$ cat config.mk
export PLATFORM = sky130hd
export DESIGN_NAME = instr_encoder_flat
export DESIGN_NICKNAME = d
export VERILOG_FILES = /design/src/rtl/instr_encoder_pkg.sv /design/src/rtl/instr_encoder_if.sv /design/src/rtl/instr_encoder_pack.sv /design/src/rtl/instr_encoder.sv /design/src/flat_wrapper.sv
export SDC_FILE = /design/constraint.sdc
export NUM_CORES = 1
export LEC_CHECK = 0
export CAP_MARGIN = 20
export CORE_UTILIZATION = 51
export DETAILED_ROUTE_END_ITERATION = 12
export HOLD_SLACK_MARGIN = 0.03
export PLACE_DENSITY = 0.85
export SYNTH_ARGS = -nofsm -noshare
export SYNTH_HDL_FRONTEND = slang
export SYNTH_HIERARCHICAL = 1
export SYNTH_SLANG_ARGS = --single-unit
export TNS_END_PERCENT = 5
$ cat constraint.sdc
create_clock -name clk -period 4 [get_ports clk]
set_clock_uncertainty 0.1 [all_clocks]
set_input_delay 0.8 -clock clk [delete_from_list [all_inputs] [get_ports clk]]
set_output_delay 0.8 -clock clk [all_outputs]
set_load 0.02 [all_outputs]
$ cat src/rtl/instr_encoder_pkg.sv
// toycpu shared definitions: opcodes, instruction field layout and loader
// FSM states. The decoder imports the same package, so the word layout is
// defined in one place.
package toycpu_pkg;

   localparam logic [2:0] OP_ALU = 3'b000;
   localparam logic [2:0] OP_LDI = 3'b001;
   localparam logic [2:0] OP_LD  = 3'b011;
   localparam logic [2:0] OP_ST  = 3'b101;
   localparam logic [2:0] OP_BR  = 3'b110;

   localparam int unsigned INSTR_W    = 16;
   localparam int unsigned OP_MSB     = 15;
   localparam int unsigned OP_LSB     = 13;
   localparam int unsigned RD_MSB     = 12;
   localparam int unsigned RD_LSB     = 11;
   localparam int unsigned RS1_MSB    = 10;
   localparam int unsigned RS1_LSB    = 9;
   localparam int unsigned RS2_MSB    = 8;
   localparam int unsigned RS2_LSB    = 7;
   localparam int unsigned ALU_MSB    = 6;
   localparam int unsigned ALU_LSB    = 0;
   localparam int unsigned IMM_MSB    = 7;
   localparam int unsigned IMM_LSB    = 0;
   localparam int unsigned BR_SEL_BIT = 12;
   localparam int unsigned BR_VAL_BIT = 11;

   typedef enum logic [1:0] {
      ST_IDLE,
      ST_LOAD,
      ST_DONE
   } enc_state_e;

   function automatic logic op_is_legal(input logic [2:0] op);
      return (op == OP_ALU) || (op == OP_LDI) || (op == OP_LD) ||
             (op == OP_ST)  || (op == OP_BR);
   endfunction

endpackage

$ cat src/rtl/instr_encoder_if.sv
// Instruction-field beat stream into the encoder (valid/ready).
interface instr_encoder_if;

   logic       in_valid;
   logic       in_ready;
   logic [2:0] in_op;
   logic [1:0] in_rd;
   logic [1:0] in_rs1;
   logic [1:0] in_rs2;
   logic [6:0] in_alu_op;
   logic [7:0] in_imm;
   logic       in_br_sel;
   logic       in_br_val;
   logic       in_last;

   modport master (
      output in_valid, in_op, in_rd, in_rs1, in_rs2, in_alu_op, in_imm,
             in_br_sel, in_br_val, in_last,
      input  in_ready
   );

   modport slave (
      input  in_valid, in_op, in_rd, in_rs1, in_rs2, in_alu_op, in_imm,
             in_br_sel, in_br_val, in_last,
      output in_ready
   );

endinterface

$ cat src/rtl/instr_encoder_pack.sv
// Combinational field-to-word packer. Fields an opcode does not use stay 0;
// an illegal opcode yields {op, 13'b0} and raises illegal_o.
module instr_pack
   import toycpu_pkg::*;
(
   input  logic [2:0]         op_i,
   input  logic [1:0]         rd_i,
   input  logic [1:0]         rs1_i,
   input  logic [1:0]         rs2_i,
   input  logic [6:0]         alu_op_i,
   input  logic [7:0]         imm_i,
   input  logic               br_sel_i,
   input  logic               br_val_i,
   output logic [INSTR_W-1:0] word_o,
   output logic               illegal_o
);

   // Place each used field at its package-defined position for the opcode
   always_comb begin
      word_o                 = '0;
      illegal_o              = !op_is_legal(op_i);
      word_o[OP_MSB:OP_LSB]  = op_i;
      case (op_i)
         OP_ALU: begin
            word_o[RD_MSB:RD_LSB]   = rd_i;
            word_o[RS1_MSB:RS1_LSB] = rs1_i;
            word_o[RS2_MSB:RS2_LSB] = rs2_i;
            word_o[ALU_MSB:ALU_LSB] = alu_op_i;
         end
         OP_LDI: begin
            word_o[RD_MSB:RD_LSB]   = rd_i;
            word_o[IMM_MSB:IMM_LSB] = imm_i;
         end
         OP_LD: begin
            word_o[RD_MSB:RD_LSB]   = rd_i;
            word_o[RS1_MSB:RS1_LSB] = rs1_i;
         end
         OP_ST: begin
            word_o[RS1_MSB:RS1_LSB] = rs1_i;
            word_o[RS2_MSB:RS2_LSB] = rs2_i;
         end
         OP_BR: begin
            word_o[BR_SEL_BIT]      = br_sel_i;
            word_o[BR_VAL_BIT]      = br_val_i;
            word_o[IMM_MSB:IMM_LSB] = imm_i;
         end
         default: ;
      endcase
   end

endmodule

$ cat src/rtl/instr_encoder.sv
// Instruction encoder / program loader: packs accepted field beats and
// writes them to consecutive instruction-memory addresses, one per cycle.
module instr_encoder
   import toycpu_pkg::*;
#(
   parameter int unsigned ADDR_W    = 8,
   parameter int unsigned BASE_ADDR = 0
) (
   input  logic                clk,
   input  logic                rst,
   input  logic                start,
   instr_encoder_if.slave      in_s,
   output logic                imem_we,
   output logic [ADDR_W-1:0]   imem_addr,
   output logic [INSTR_W-1:0]  imem_wdata,
   output logic [ADDR_W:0]     count,
   output logic                done,
   output logic                err_illegal,
   output logic                err_full
);

   localparam logic [ADDR_W-1:0] BASE = ADDR_W'(BASE_ADDR);
   localparam logic [ADDR_W-1:0] TOP  = '1;

   enc_state_e           state_q;
   logic                 ready_q;
   logic                 we_q;
   logic [ADDR_W-1:0]    addr_q;
   logic [INSTR_W-1:0]   wdata_q;
   logic [ADDR_W-1:0]    ctr_q;
   logic [ADDR_W:0]      count_q;
   logic                 done_q;
   logic                 err_ill_q;
   logic                 err_full_q;

   logic [INSTR_W-1:0]   pack_d;
   logic                 illegal_d;
   logic                 accept_d;
   logic                 at_top_d;
   logic                 final_d;

   instr_pack u_pack (
      .op_i      (in_s.in_op),
      .rd_i      (in_s.in_rd),
      .rs1_i     (in_s.in_rs1),
      .rs2_i     (in_s.in_rs2),
      .alu_op_i  (in_s.in_alu_op),
      .imm_i     (in_s.in_imm),
      .br_sel_i  (in_s.in_br_sel),
      .br_val_i  (in_s.in_br_val),
      .word_o    (pack_d),
      .illegal_o (illegal_d)
   );

   assign accept_d = in_s.in_valid & ready_q;
   assign at_top_d = (ctr_q == TOP);
   assign final_d  = in_s.in_last | at_top_d;

   // Session FSM with counter, write register and sticky error flags
   always_ff @(posedge clk) begin
      if (rst) begin
         state_q    <= ST_IDLE;
         ready_q    <= 1'b0;
         we_q       <= 1'b0;
         addr_q     <= BASE;
         wdata_q    <= '0;
         ctr_q      <= BASE;
         count_q    <= '0;
         done_q     <= 1'b0;
         err_ill_q  <= 1'b0;
         err_full_q <= 1'b0;
      end else begin
         we_q <= 1'b0;
         unique case (state_q)
            ST_IDLE, ST_DONE: begin
               if (start) begin
                  state_q    <= ST_LOAD;
                  ready_q    <= 1'b1;
                  done_q     <= 1'b0;
                  ctr_q      <= BASE;
                  count_q    <= '0;
                  err_ill_q  <= 1'b0;
                  err_full_q <= 1'b0;
               end
            end
            ST_LOAD: begin
               if (accept_d) begin
                  we_q    <= 1'b1;
                  addr_q  <= ctr_q;
                  wdata_q <= pack_d;
                  count_q <= count_q + (ADDR_W+1)'(1);
                  if (illegal_d) err_ill_q <= 1'b1;
                  if (at_top_d && !in_s.in_last) err_full_q <= 1'b1;
                  // The counter stops on the final beat so it never wraps.
                  if (final_d) begin
                     state_q <= ST_DONE;
                     ready_q <= 1'b0;
                     done_q  <= 1'b1;
                  end else begin
                     ctr_q <= ctr_q + ADDR_W'(1);
                  end
               end
            end
            default: begin
               state_q <= ST_IDLE;
               ready_q <= 1'b0;
            end
         endcase
      end
   end

   assign in_s.in_ready = ready_q;
   assign imem_we       = we_q;
   assign imem_addr     = addr_q;
   assign imem_wdata    = wdata_q;
   assign count         = count_q;
   assign done          = done_q;
   assign err_illegal   = err_ill_q;
   assign err_full      = err_full_q;

endmodule

$ cat src/flat_wrapper.sv
// flat-port wrapper written by rule: the top's interface ports become plain ports
module instr_encoder_flat import toycpu_pkg::*;
#(
   parameter int unsigned ADDR_W    = 8,
   parameter int unsigned BASE_ADDR = 0
)
  (clk, rst, start, imem_we, imem_addr, imem_wdata, count, done, err_illegal, err_full, in_s_in_valid, in_s_in_op, in_s_in_rd, in_s_in_rs1, in_s_in_rs2, in_s_in_alu_op, in_s_in_imm, in_s_in_br_sel, in_s_in_br_val, in_s_in_last, in_s_in_ready);
  instr_encoder_if in_s_i ();
  input  logic clk;
  input  logic rst;
  input  logic start;
  output logic imem_we;
  output logic [ADDR_W-1:0] imem_addr;
  output logic [INSTR_W-1:0] imem_wdata;
  output logic [ADDR_W:0] count;
  output logic done;
  output logic err_illegal;
  output logic err_full;
  input wire logic [$bits(in_s_i.in_valid)-1:0] in_s_in_valid;
  input wire logic [$bits(in_s_i.in_op)-1:0] in_s_in_op;
  input wire logic [$bits(in_s_i.in_rd)-1:0] in_s_in_rd;
  input wire logic [$bits(in_s_i.in_rs1)-1:0] in_s_in_rs1;
  input wire logic [$bits(in_s_i.in_rs2)-1:0] in_s_in_rs2;
  input wire logic [$bits(in_s_i.in_alu_op)-1:0] in_s_in_alu_op;
  input wire logic [$bits(in_s_i.in_imm)-1:0] in_s_in_imm;
  input wire logic [$bits(in_s_i.in_br_sel)-1:0] in_s_in_br_sel;
  input wire logic [$bits(in_s_i.in_br_val)-1:0] in_s_in_br_val;
  input wire logic [$bits(in_s_i.in_last)-1:0] in_s_in_last;
  output wire logic [$bits(in_s_i.in_ready)-1:0] in_s_in_ready;
  assign in_s_i.in_valid = in_s_in_valid;
  assign in_s_i.in_op = in_s_in_op;
  assign in_s_i.in_rd = in_s_in_rd;
  assign in_s_i.in_rs1 = in_s_in_rs1;
  assign in_s_i.in_rs2 = in_s_in_rs2;
  assign in_s_i.in_alu_op = in_s_in_alu_op;
  assign in_s_i.in_imm = in_s_in_imm;
  assign in_s_i.in_br_sel = in_s_in_br_sel;
  assign in_s_i.in_br_val = in_s_in_br_val;
  assign in_s_i.in_last = in_s_in_last;
  assign in_s_in_ready = in_s_i.in_ready;
  instr_encoder #(.ADDR_W(ADDR_W), .BASE_ADDR(BASE_ADDR)) u_core (.clk(clk), .rst(rst), .start(start), .in_s(in_s_i), .imem_we(imem_we), .imem_addr(imem_addr), .imem_wdata(imem_wdata), .count(count), .done(done), .err_illegal(err_illegal), .err_full(err_full));
endmodule
==> results by group <==
Clocking
  • Cts bufs inserted: 5
  • Setup bufs post-CTS: 0
  • CTS clk-pin slew, worst paths: 0.08 ns
  • CTS resizes: 0
  • Later-pin clock latency in the skew report: 0.29 ns
  • Hold_buf cts: 0
  • Clock buffer depth: 2
  • Root buf cell: clkbuf_8
  • CTS tree: built
  • CTS Sinks: 48
  • H-tree Lvls: 2

Floorplanning
  • Core box area: 4410 um2
  • Die W: 70.3 um
  • Die height: 70.3 um
  • Effective utilization at floorplan: 53.8%
  • Die footprint: 4940 um2
  • Row Count: 24
  • Top-level I/O count: 69

STA
  • Final Hold Fails: 0
  • Slew of the pin with the lowest slew margin: 0.783 ns
  • Max-slew violation count: 0
  • RSZ-0062 raised after global routing: false
  • Setup WS post-layout: 1.48 ns
  • Final Setup Violations: 0
  • Setup TNS: 0 ns
  • Final Cycle Share: 63.0%
  • Min cycle time layout: 2.52 ns
  • Worst slew margin: 47.6%
  • Fmax: 397 MHz

Detailed routing
  • Via count: 2201
  • Wire per inst: 14.8 um
  • Drt pass-1 iters: 4
  • Iter 0 DRT Violations: 147
  • # DRC: 0
  • Drt total wl: 5740 um
  • Via density: 5.69
  • Post-route ant nets: 0

Global route
  • Antenna violations before repair: 0
  • Vias in the first global route: 2086
  • First-pass GRT wire length: 9640 um
  • Total Routing Usage GR: 24.4%
  • GR Overflow Total: 0
  • Largest net degree at the start of global routing: 34

Synth
  • Primary FF master, synth: dfxtp_1
  • Number of synthesized flops with an enable pin: 0
  • Yosys warns: 6
  • Top cell type's share of synthesized area: 40.4%
  • Post-synthesis register bit count: 48
  • Most common library cells after synthesis: 63 x nand2_1, 48 x dfxtp_1, 31 x a21oi_1, 15 x nor2_1, 12 x mux2i_1
  • Synth Instances: 280
  • Syn Nets: 313
  • Mapped Avg Cell Area: 8.49 um2
  • Register area share after synthesis: 40.4%
  • Async S/R FF share, synth: 0%
  • Most numerous cell in the Yosys netlist: nand2_1
  • Largest area contributor in the netlist: dfxtp_1
  • Top cells by area, synth: dfxtp_1 40%, nand2_1 10%, a21oi_1 6.5%
  • Yosys cell types: 44
  • Netlist Area Pre-Place: 2380 um2

Setup path
  • Setup CP Type: primary input to register
  • WP data arrival: 2.65 ns
  • CP max FO: 33
  • WP data required: 4.13 ns
  • Critical Path End Type: register
  • Crit start category: primary input

Pwr
  • Power density cells: 298 nW/um2
  • Peak supply drop: 0.236 mV
  • Pleak: 1.05 nW
  • Power after layout: 924 uW

Final layout
  • Share of layout cells above drive strength 1: 4.48%
  • Register Area: 961 um2
  • Final #Nets: 369
  • Post-Layout Inst Area: 3090 um2
  • P&R area growth vs syn: 30.2%
  • Multi-input combinational cell area: 1270 um2
  • Filler cell count: 369
  • Post-layout util: 70.1%
  • Antenna Cells: 0

Place
  • DP Worst Slack: 1.19 ns
  • HPWL after detailed placement: 3940 um
  • Input/output buffers: 68
  • GP Congestion: 0.770
  • Post-DP Area: 3000 um2

Status
  • Status: complete, no violations

Hold path
  • Hold Path Class: register to register

Job
  • Max cap viols: 0
-- worst paths after layout --
| check | start | to | slack (ns) | depth (start not counted) |
|---|---|---|---|---|
| worst min register to register | u_core/imem_wdata[1]$_SDFFE_PP0P_ | u_core/imem_wdata[1]$_SDFFE_PP0P_ | 0.36 | 2 |
| worst max-delay path | in_s_in_valid | u_core/ctr_q[2]$_SDFFE_PP0P_ | 1.48 | 5 |
| worst max register to register | u_core/ctr_q[0]$_SDFFE_PP0P_ | u_core/in_s.in_ready$_SDFFE_PP0P_ | 2.03 | 5 |
| worst min-delay path | u_core/imem_wdata[1]$_SDFFE_PP0P_ | u_core/imem_wdata[1]$_SDFFE_PP0P_ | 0.36 | 2 |
-- placed cells by master (no fill, tap or decap), types with 4 or more instances in the layout --
| master | count |
|---|---|
| clkdlybuf4s50_1 | 68 |
| nand2_1 | 63 |
| dfxtp_1 | 48 |
| a21oi_1 | 31 |
| nor2_1 | 15 |
| mux2i_1 | 12 |
| nand2b_1 | 11 |
| a31oi_1 | 9 |
| nand3_1 | 7 |
| o2bb2ai_1 | 7 |
| clkbuf_8 | 5 |
| nand4b_1 | 5 |
| xor2_1 | 5 |
| nor3_1 | 4 |
| o21ai_0 | 4 |
| xnor2_1 | 4 |
-- layout make-up --
class | instances | share of cell area (%)
Tap cell | 52 | 2.10
Multi-Input combinational cell | 209 | 40.9
Inverter | 2 | 0.243
Sequential cell | 48 | 31.1
Timing Repair Buffer | 70 | 22.5
Clock buffer | 5 | 2.22
Clock inverter | 1 | 0.970
-- through the flow --
stage,cells,hold WS (ns)
2_1_floorplan,280,0.348
3_3_place_gp,381,0.341
3_5_place_dp,381,0.349
4_1_cts,387,0.360
5_1_grt,387,0.378
6_report,387,0.359
-- report_power, final --
group	internal (mW)	switching, mW
registers	0.482	0.00529
clock network	0.179	0.146
logic	0.0539	0.0569
total	0.715	0.208
-- critical path: stages --
cell and delay, ns:
clkdlybuf4s50_1 0.56, nand4b_4 0.47, nor2_2 0.51, a31oi_1 0.15
a31oi_1 0.15
-- registers in the layout, indices dropped and copies added, names as in the netlist --
signal	count
u_core/err_full	1
u_core/imem_wdata	16
u_core/imem_we	1
u_core/err_illegal	1
u_core/imem_addr	8
u_core/done	1
u_core/state_q	2
u_core/count	9
u_core/in_s.in_ready	1
u_core/ctr_q	8
-- cells by family after synthesis --
kind of cell	share of synthesized area, %
AO/OA/AOI/OAI	19.0
adder cells (fa/ha/maj)	1.05
multiplexers	5.06
flip-flops	40.4
buffers and inverters	6.27
XOR/XNOR	3.32
AND/OR/NAND/NOR	24.9
-- layer usage --
layer	share of wire [%]	global-route usage, %	vias to the layer above
met5	0	0	-
met4	0.89	9.33	0
met1	44	30.9	1025
met2	47	39.6	88
met3	7.8	6.20	7
li1	-	-	1081
Note: power is estimated with default switching activity, not from simulation.
